## config.mk

```make
export PLATFORM = sky130hd
export DESIGN_NAME = wb_cmd_master
export DESIGN_NICKNAME = d
export VERILOG_FILES = /design/src/rtl/wb_master_pkg.sv /design/src/rtl/wb_timeout_ctr.sv /design/src/rtl/wb_cmd_master.sv
export SDC_FILE = /design/constraint.sdc
export NUM_CORES = 1
export LEC_CHECK = 0
export BUFFER_PORTS_ARGS = -buffer_cell sky130_fd_sc_hd__buf_2
export CAP_MARGIN = 25
export CORE_ASPECT_RATIO = 0.5
export CORE_MARGIN = 1.5
export CORE_UTILIZATION = 40
export CTS_BUF_LIST = sky130_fd_sc_hd__clkbuf_4 sky130_fd_sc_hd__clkbuf_8 sky130_fd_sc_hd__clkbuf_16
export CTS_CLUSTER_DIAMETER = 80
export CTS_CLUSTER_SIZE = 12
export DETAILED_ROUTE_END_ITERATION = 10
export GPL_TIMING_DRIVEN = 0
export PLACE_DENSITY = 0.82
export SKIP_LAST_GASP = 1
export SYNTH_ARGS = -nofsm -noshare
export SYNTH_HDL_FRONTEND = slang
export SYNTH_SLANG_ARGS = --single-unit
```

## constraint.sdc

```tcl
create_clock -name wb_clk_i -period 3.6 [get_ports wb_clk_i]
set_input_delay 0.72 -clock wb_clk_i [delete_from_list [all_inputs] [get_ports wb_clk_i]]
set_output_delay 0.72 -clock wb_clk_i [all_outputs]
set_load 0.05 [all_outputs]
```

## src/rtl/wb_master_pkg.sv

```systemverilog
`default_nettype none
// ============================================================================
// Module   : wb_master_pkg
// Brief    : Shared types and constants for the Wishbone command master.
// Revision : 1.0 - initial release
// ============================================================================
package wb_master_pkg;

    typedef enum logic [1:0] {
        IDLE = 2'd0,
        BUS  = 2'd1,
        RESP = 2'd2
    } state_t;

    localparam logic [1:0] RSP_OK      = 2'b00;
    localparam logic [1:0] RSP_TIMEOUT = 2'b01;
    localparam logic [1:0] RSP_BUS_ERR = 2'b10;

    localparam int DEFAULT_TIMEOUT = 255;

endpackage
`default_nettype wire

```

## src/rtl/wb_timeout_ctr.sv

```systemverilog
`default_nettype none
// ============================================================================
// Module   : wb_timeout_ctr
// Brief    : Bus-cycle watchdog; expired is high while the count equals TIMEOUT-1.
// Revision : 1.0 - initial release
// ============================================================================
module wb_timeout_ctr #(
    parameter int TO_W    = 8,
    parameter int TIMEOUT = 255
) (
    input  logic clk,
    input  logic rst,
    input  logic i_clr,
    input  logic i_en,
    output logic o_expired
);

    logic [TO_W-1:0] r_cnt;

    always_ff @(posedge clk or posedge rst) begin
        if (rst) begin
            r_cnt <= '0;
        end else if (i_clr) begin
            r_cnt <= '0;
        end else if (i_en) begin
            r_cnt <= r_cnt + TO_W'(1);
        end
    end

    assign o_expired = (r_cnt == TO_W'(TIMEOUT - 1));

endmodule
`default_nettype wire

```

## src/rtl/wb_cmd_master.sv

```systemverilog
`default_nettype none
// ============================================================================
// Module   : wb_cmd_master
// Brief    : Valid/ready command stream to Wishbone classic single cycles.
//            Define WB_CMD_MASTER_ERR_EN to add the wbm_err_i termination input.
// Revision : 1.0 - initial release
// ============================================================================
module wb_cmd_master
    import wb_master_pkg::*;
#(
    parameter int ADDR_W  = 32,
    parameter int DATA_W  = 32,
    parameter int TIMEOUT = DEFAULT_TIMEOUT,
    parameter int TO_W    = 8
) (
    input  logic                wb_clk_i,
    input  logic                wb_rst_i,
    input  logic                cmd_valid_i,
    output logic                cmd_ready_o,
    input  logic                cmd_we_i,
    input  logic [ADDR_W-1:0]   cmd_adr_i,
    input  logic [DATA_W-1:0]   cmd_dat_i,
    input  logic [DATA_W/8-1:0] cmd_sel_i,
    output logic                rsp_valid_o,
    input  logic                rsp_ready_i,
    output logic [DATA_W-1:0]   rsp_dat_o,
    output logic [1:0]          rsp_code_o,
    output logic                wbm_cyc_o,
    output logic                wbm_stb_o,
    output logic                wbm_we_o,
    output logic [ADDR_W-1:0]   wbm_adr_o,
    output logic [DATA_W-1:0]   wbm_dat_o,
    output logic [DATA_W/8-1:0] wbm_sel_o,
    input  logic                wbm_ack_i,
`ifdef WB_CMD_MASTER_ERR_EN
    input  logic                wbm_err_i,
`endif
    input  logic [DATA_W-1:0]   wbm_dat_i,
    output logic                busy_o
);

    state_t                r_state, w_state;
    logic                  r_cyc, w_cyc;
    logic                  r_we, w_we;
    logic [ADDR_W-1:0]     r_adr, w_adr;
    logic [DATA_W-1:0]     r_dat, w_dat;
    logic [DATA_W/8-1:0]   r_sel, w_sel;
    logic                  r_rsp_valid, w_rsp_valid;
    logic [DATA_W-1:0]     r_rsp_dat, w_rsp_dat;
    logic [1:0]            r_rsp_code, w_rsp_code;
    logic                  w_cmd_ready;
    logic                  w_err;
    logic                  w_clr;
    logic                  w_cnt_en;
    logic                  w_expired;

`ifdef WB_CMD_MASTER_ERR_EN
    assign w_err = wbm_err_i;
`else
    assign w_err = 1'b0;
`endif

    // Ready is masked while reset is held so nothing is accepted mid-reset.
    assign w_cmd_ready = (r_state == IDLE) && !wb_rst_i;
    assign w_cnt_en    = (r_state == BUS) && !wbm_ack_i && !w_err;

    wb_timeout_ctr #(
        .TO_W    (TO_W),
        .TIMEOUT (TIMEOUT)
    ) u_timeout_ctr (
        .clk       (wb_clk_i),
        .rst       (wb_rst_i),
        .i_clr     (w_clr),
        .i_en      (w_cnt_en),
        .o_expired (w_expired)
    );

    always_ff @(posedge wb_clk_i or posedge wb_rst_i) begin
        if (wb_rst_i) begin
            r_state     <= IDLE;
            r_cyc       <= 1'b0;
            r_we        <= 1'b0;
            r_adr       <= '0;
            r_dat       <= '0;
            r_sel       <= '0;
            r_rsp_valid <= 1'b0;
            r_rsp_dat   <= '0;
            r_rsp_code  <= RSP_OK;
        end else begin
            r_state     <= w_state;
            r_cyc       <= w_cyc;
            r_we        <= w_we;
            r_adr       <= w_adr;
            r_dat       <= w_dat;
            r_sel       <= w_sel;
            r_rsp_valid <= w_rsp_valid;
            r_rsp_dat   <= w_rsp_dat;
            r_rsp_code  <= w_rsp_code;
        end
    end

    always_comb begin
        w_state     = r_state;
        w_cyc       = r_cyc;
        w_we        = r_we;
        w_adr       = r_adr;
        w_dat       = r_dat;
        w_sel       = r_sel;
        w_rsp_valid = r_rsp_valid;
        w_rsp_dat   = r_rsp_dat;
        w_rsp_code  = r_rsp_code;
        w_clr       = 1'b0;
        case (r_state)
            IDLE: begin
                if (cmd_valid_i && w_cmd_ready) begin
                    w_we    = cmd_we_i;
                    w_adr   = cmd_adr_i;
                    w_dat   = cmd_dat_i;
                    w_sel   = cmd_sel_i;
                    w_cyc   = 1'b1;
                    w_clr   = 1'b1;
                    w_state = BUS;
                end
            end
            BUS: begin
                // Priority: ack, then err, then timeout.
                if (wbm_ack_i) begin
                    w_cyc       = 1'b0;
                    w_rsp_valid = 1'b1;
                    w_rsp_code  = RSP_OK;
                    w_rsp_dat   = r_we ? '0 : wbm_dat_i;
                    w_state     = RESP;
                end else if (w_err) begin
                    w_cyc       = 1'b0;
                    w_rsp_valid = 1'b1;
                    w_rsp_code  = RSP_BUS_ERR;
                    w_rsp_dat   = '0;
                    w_state     = RESP;
                end else if (w_expired) begin
                    w_cyc       = 1'b0;
                    w_rsp_valid = 1'b1;
                    w_rsp_code  = RSP_TIMEOUT;
                    w_rsp_dat   = '0;
                    w_state     = RESP;
                end
            end
            RESP: begin
                if (rsp_ready_i) begin
                    w_rsp_valid = 1'b0;
                    w_state     = IDLE;
                end
            end
            default: begin
                w_state = IDLE;
                w_cyc   = 1'b0;
            end
        endcase
    end

    assign cmd_ready_o = w_cmd_ready;
    assign rsp_valid_o = r_rsp_valid;
    assign rsp_dat_o   = r_rsp_dat;
    assign rsp_code_o  = r_rsp_code;
    assign wbm_cyc_o   = r_cyc;
    assign wbm_stb_o   = r_cyc;
    assign wbm_we_o    = r_we;
    assign wbm_adr_o   = r_adr;
    assign wbm_dat_o   = r_dat;
    assign wbm_sel_o   = r_sel;
    assign busy_o      = (r_state != IDLE);

endmodule
`default_nettype wire

```

==> results by stage <==
Critical path:
- For the worst setup path, the data arrival time is 1.51 ns.
- The cell family with the largest share of critical-path delay is buffers and inverters.
- In this run the worst setup path begins at r_state[1]$_DFFE_PP0P_.
- The startpoint type of the worst setup path is a register.
- The classification of the worst setup path is register to output pin.
- The internal reg-to-reg setup slack is 1.67 ns.
- In this run the worst path has a maximum fanout of 3.
- The highest cell delay on the worst timing path is 0.39 ns.
- The worst path buffer plus inverter count is 2.
- Traced cell by cell, the critical path runs through inv_1, ha_1, nor2b_2, buf_2.
- Data on the critical path is required at its endpoint by 2.88 ns.
- For this design, the slowest cell found on the critical path is sky130_fd_sc_hd__dfrtp_1.
- The launch point of the worst reg-to-reg path is r_state[1]$_DFFE_PP0P_.
- The terminus of the critical flop-to-flop path is rsp_dat_o[5]$_DFFE_PP0P_.
- Counting buffers and inverters, the worst setup path is 4 cells deep.
- The number of cells on the worst reg-to-reg path is 6.
- Following the worst setup path forward leads to its endpoint at cmd_ready_o.
- The sort of element at the end of the critical path is an output pin.

Clocking:
- In this run the number of H-tree levels came out at 4.
- Clock tree synthesis selected as its root buffer the cell sky130_fd_sc_hd__clkbuf_16.
- In this run, post-CTS hold repair placed 0 buffers.
- Counting along the longest clock path gives a buffer depth of 2.
- Post-CTS repair changed the size of 0 cells.
- After clock tree synthesis, the clock-pin slew on the worst setup and hold paths is 0.05 ns.
- The CTS tree is built.
- TritonCTS created 17 clock buffers.
- The clock latency on the worst-skew pair is 0.40 ns.
- The tree built by TritonCTS fans out to 114 sinks.
- The setup fix buffers added after clock tree synthesis is 0.

Synthesis:
- Yosys mapped the design onto 31 distinct sky130hd cell types.
- The XOR/XNOR share of the synthesized area is 0.988%.
- The average cell area after synthesis is 10.2 um^2.
- For this run, the number of Yosys warnings is 0.
- The simple-gate share of the synthesized area is 20.5%.
- The net count after synthesis is 548.
- The adder and majority cell fraction of the synthesized area is 1.69%.
- Measured against the total synthesized area, the mux share comes to 0.508%.
- After synthesis, the largest family of logic cells by area is simple AND/OR/NAND/NOR gates.
- Summing the areas of all compound-gate instances in the mapped netlist gives 8.50% of the synthesized area.
- The cell area that synthesis handed to floorplanning was 4430 um^2.
- The sequential fraction of the synthesis area is 64.4%.
- The number of register bits inferred by synthesis is 114.
- In the synthesized netlist, the number of instances is 436.

Final layout:
- The library cell used most frequently in the layout, excluding fill and tap cells, is sky130_fd_sc_hd__buf_2.
- Measured on the finished design, the core utilization comes to 60.6%.
- Leaving out fill and tap cells, the most frequent cells in the layout are 225 x sky130_fd_sc_hd__buf_2, 211 x sky130_fd_sc_hd__nand2_1, 114 x sky130_fd_sc_hd__dfrtp_1.
- The fill cell instance count of the final layout is 896.
- The layout-stage area growth over the synthesis result is 43.3%.
- The number of antenna diodes in the final layout is 0.
- Excluding fillers, the count of instances in the completed layout stands at 820.
- The final net count is 781.
- Of the cells placed in the final design, the portion with a size suffix greater than 1 is 39.1%.

Drt:
- The count of routing violations after the opening detailed-route iteration is 191.
- Dividing the detail-routed wire length by the instance count gives 13.9 um.
- The number of nets with antenna violations after detailed routing is 0.
- Using the TritonRoute via totals, the vias-per-cell ratio works out to 4.62.
- The overall routed net length is 11.4 mm.
- In the routed design, unresolved DRC markers number 0.
- The routed layout has 3787 vias.
- The iteration count of the initial detailed-routing pass is 6.

Die:
- In this run the standard cell core region covers 10500 um^2.
- The area of the die is 11800 um^2.
- The initial utilization of the core area, before any placement, comes to 42.3%.
- For this design the top-level I/O count stands at 214.
- The die is 77.4 um tall.
- The floorplan step set the die width to 152 um.
- In this run the core area contains 26 standard-cell rows.

GRT:
- The number of global-route vias before repair is 3783.
- The initial antenna violation count is 0.
- The total global-route track usage is 20.2%.
- Entering global routing, the biggest net connects 40 pins.
- The sum of overflow across all layers after global routing is 0.
- The first-pass GRT wire length is 18.8 mm.

STA:
- Setup repair after global routing left no endpoint under its margin.
- Setup violations remaining at the end of the flow were counted as 0.
- The relative max-transition margin is 40.6%.
- The peak clock frequency supported by timing is 448 MHz.
- On the final layout, the worst clock skew is 0.00859 ns.
- In the final timing run, aggregate negative setup slack is 0 ns.
- The total count of max-transition violations in the final report is 0.
- The routed design could run at a clock period as short as 2.23 ns.
- The number of hold-slack violations in the final timing report is 0.
- At the pin with the least slew margin, the transition time is 0.889 ns.
- The final period utilization is 62.0%.

Power and ir drop:
- Of the total power, combinational logic draws 47.0%.
- The share of total power consumed by net switching is 47.6%.
- The analysis attributes to cell leakage a power of 3.64 nW.
- The maximum VDD drop is 0.000539 V.
- The sequential cell fraction of total power is 28.5%.
- The internal power of the cells is 3.88 mW.
- Power spread over the standard cell area amounts to 1170 nW/um^2.
- Summed over all nets, the switching power comes to 3.53 mW.
- The clock network burns 24.5% of the power.

Placed design:
- The HPWL after detailed placement is 8.29 mm.
- At the end of routability-driven placement, the weighted congestion stood at 0.814.
- The count of buffers added on input and output ports is 212.
- The post-placement cell count is 790.

Job:
- The count of maximum capacitance violations is 0.

Outcome:
- The run finished with clean final reports.

Min path:
- The class of the tightest hold or removal check is register to register.
[power by group through the flow]
stage	logic, mW	registers [mW]	clock network, mW
after CTS	3.51	2.12	1.85
after floorplan	0.819	3.94	0
final	3.48	2.11	1.81
after global routing	3.69	2.19	1.92
after global placement	3.44	2.11	0
after detailed placement	3.50	2.13	0
[worst min-delay path by stage]
stage	startpoint	endpoint	slack [ns]	depth (start not counted)
finish	wbm_adr_o[13]$_DFFE_PP0P_	wbm_adr_o[13]$_DFFE_PP0P_	0.47	2
global placement	wbm_dat_o[11]$_DFFE_PP0P_	wbm_dat_o[11]$_DFFE_PP0P_	0.45	2
CTS	wbm_adr_o[13]$_DFFE_PP0P_	wbm_adr_o[13]$_DFFE_PP0P_	0.47	2
detailed placement	wbm_adr_o[13]$_DFFE_PP0P_	wbm_adr_o[13]$_DFFE_PP0P_	0.46	2
global route	wbm_dat_o[30]$_DFFE_PP0P_	wbm_dat_o[30]$_DFFE_PP0P_	0.49	2
floorplan	r_state[1]$_DFFE_PP0P_	r_state[1]$_DFFE_PP0P_	0.49	1
[cell usage after synthesis, drive strengths merged]
cell type  count  area [um^2]
nand2        211          792
dfrtp        114         2850
a22o          32          280
buf           19          103
nor2           8         30.0
clkbuf         6         22.5
ha             6         75.1
inv            6         22.5
a21oi          4         20.0
o21ai          4         31.3
nand3          3         15.0
nand4          3         25.0
xor2           3         26.3
a31oi          2         12.5
mux2           2         22.5
or3            2         12.5
xnor2          2         17.5
a211oi         1         7.51
a32o           1         10.0
and2           1         6.26
and2b          1         7.51
conb           1         3.75
nand4b         1         8.76
nor2b          1         8.76
nor3           1         5.00
o221ai         1         15.0
[through the flow]
stage	worst slack [ns]	instance area [um^2]	hold WS (ns)	total power [mW]
final	1.37	6350	0.466	7.41
after global routing	1.24	6350	0.492	7.80
after CTS	1.34	6350	0.470	7.48
after detailed placement	1.63	5710	0.457	5.63
after global placement	0.760	5670	0.453	5.54
after floorplan	1.49	4440	0.491	4.75
[layout make-up]
class | instances | area [um^2] | share of cell area [%]
buffer | 25 | 125 | 1.97
clock buffer | 19 | 453 | 7.13
clock inverter | 11 | 185 | 2.92
inverter | 6 | 26.3 | 0.414
multi-input combinational | 291 | 1430 | 22.6
sequential | 114 | 2850 | 44.9
tap | 140 | 175 | 2.76
timing repair buffer | 214 | 1100 | 17.3
[sequential cells by signal, indices dropped and copies added, names as in the netlist]
name / flops
u_timeout_ctr.r_cnt: 8
rsp_valid_o: 1
wbm_dat_o: 32
r_state: 2
wbm_cyc_o: 1
wbm_adr_o: 32
rsp_code_o: 1
rsp_dat_o: 32
wbm_we_o: 1
wbm_sel_o: 4
[tightest hold or removal path: stages (launching register included)]
cell	delay [ns]
sky130_fd_sc_hd__dfrtp_1	0.33
sky130_fd_sc_hd__nand2_1	0.05
sky130_fd_sc_hd__nand2_1	0.05
[metal layers]
layer / vias to the layer above / part of all wire, % / track usage [%]
met5: - / 0 / 0
met4: 0 / 1.6 / 7.09
met3: 15 / 5.3 / 5.20
met2: 129 / 51 / 34.7
met1: 1773 / 42 / 25.0
li1: 1870 / - / -
[cells by family after synthesis]
| kind of cell | count (synthesis) |
|---|---|
| xor gates and xnor gates | 5 |
| adders and majority gates | 6 |
| other | 1 |
| buffers and inverters | 31 |
| and+or+nand+nor | 232 |
| AOI/OAI and AO/OA | 45 |
| DFF | 114 |
| muxes | 2 |
(Power assumes the default switching activity.)
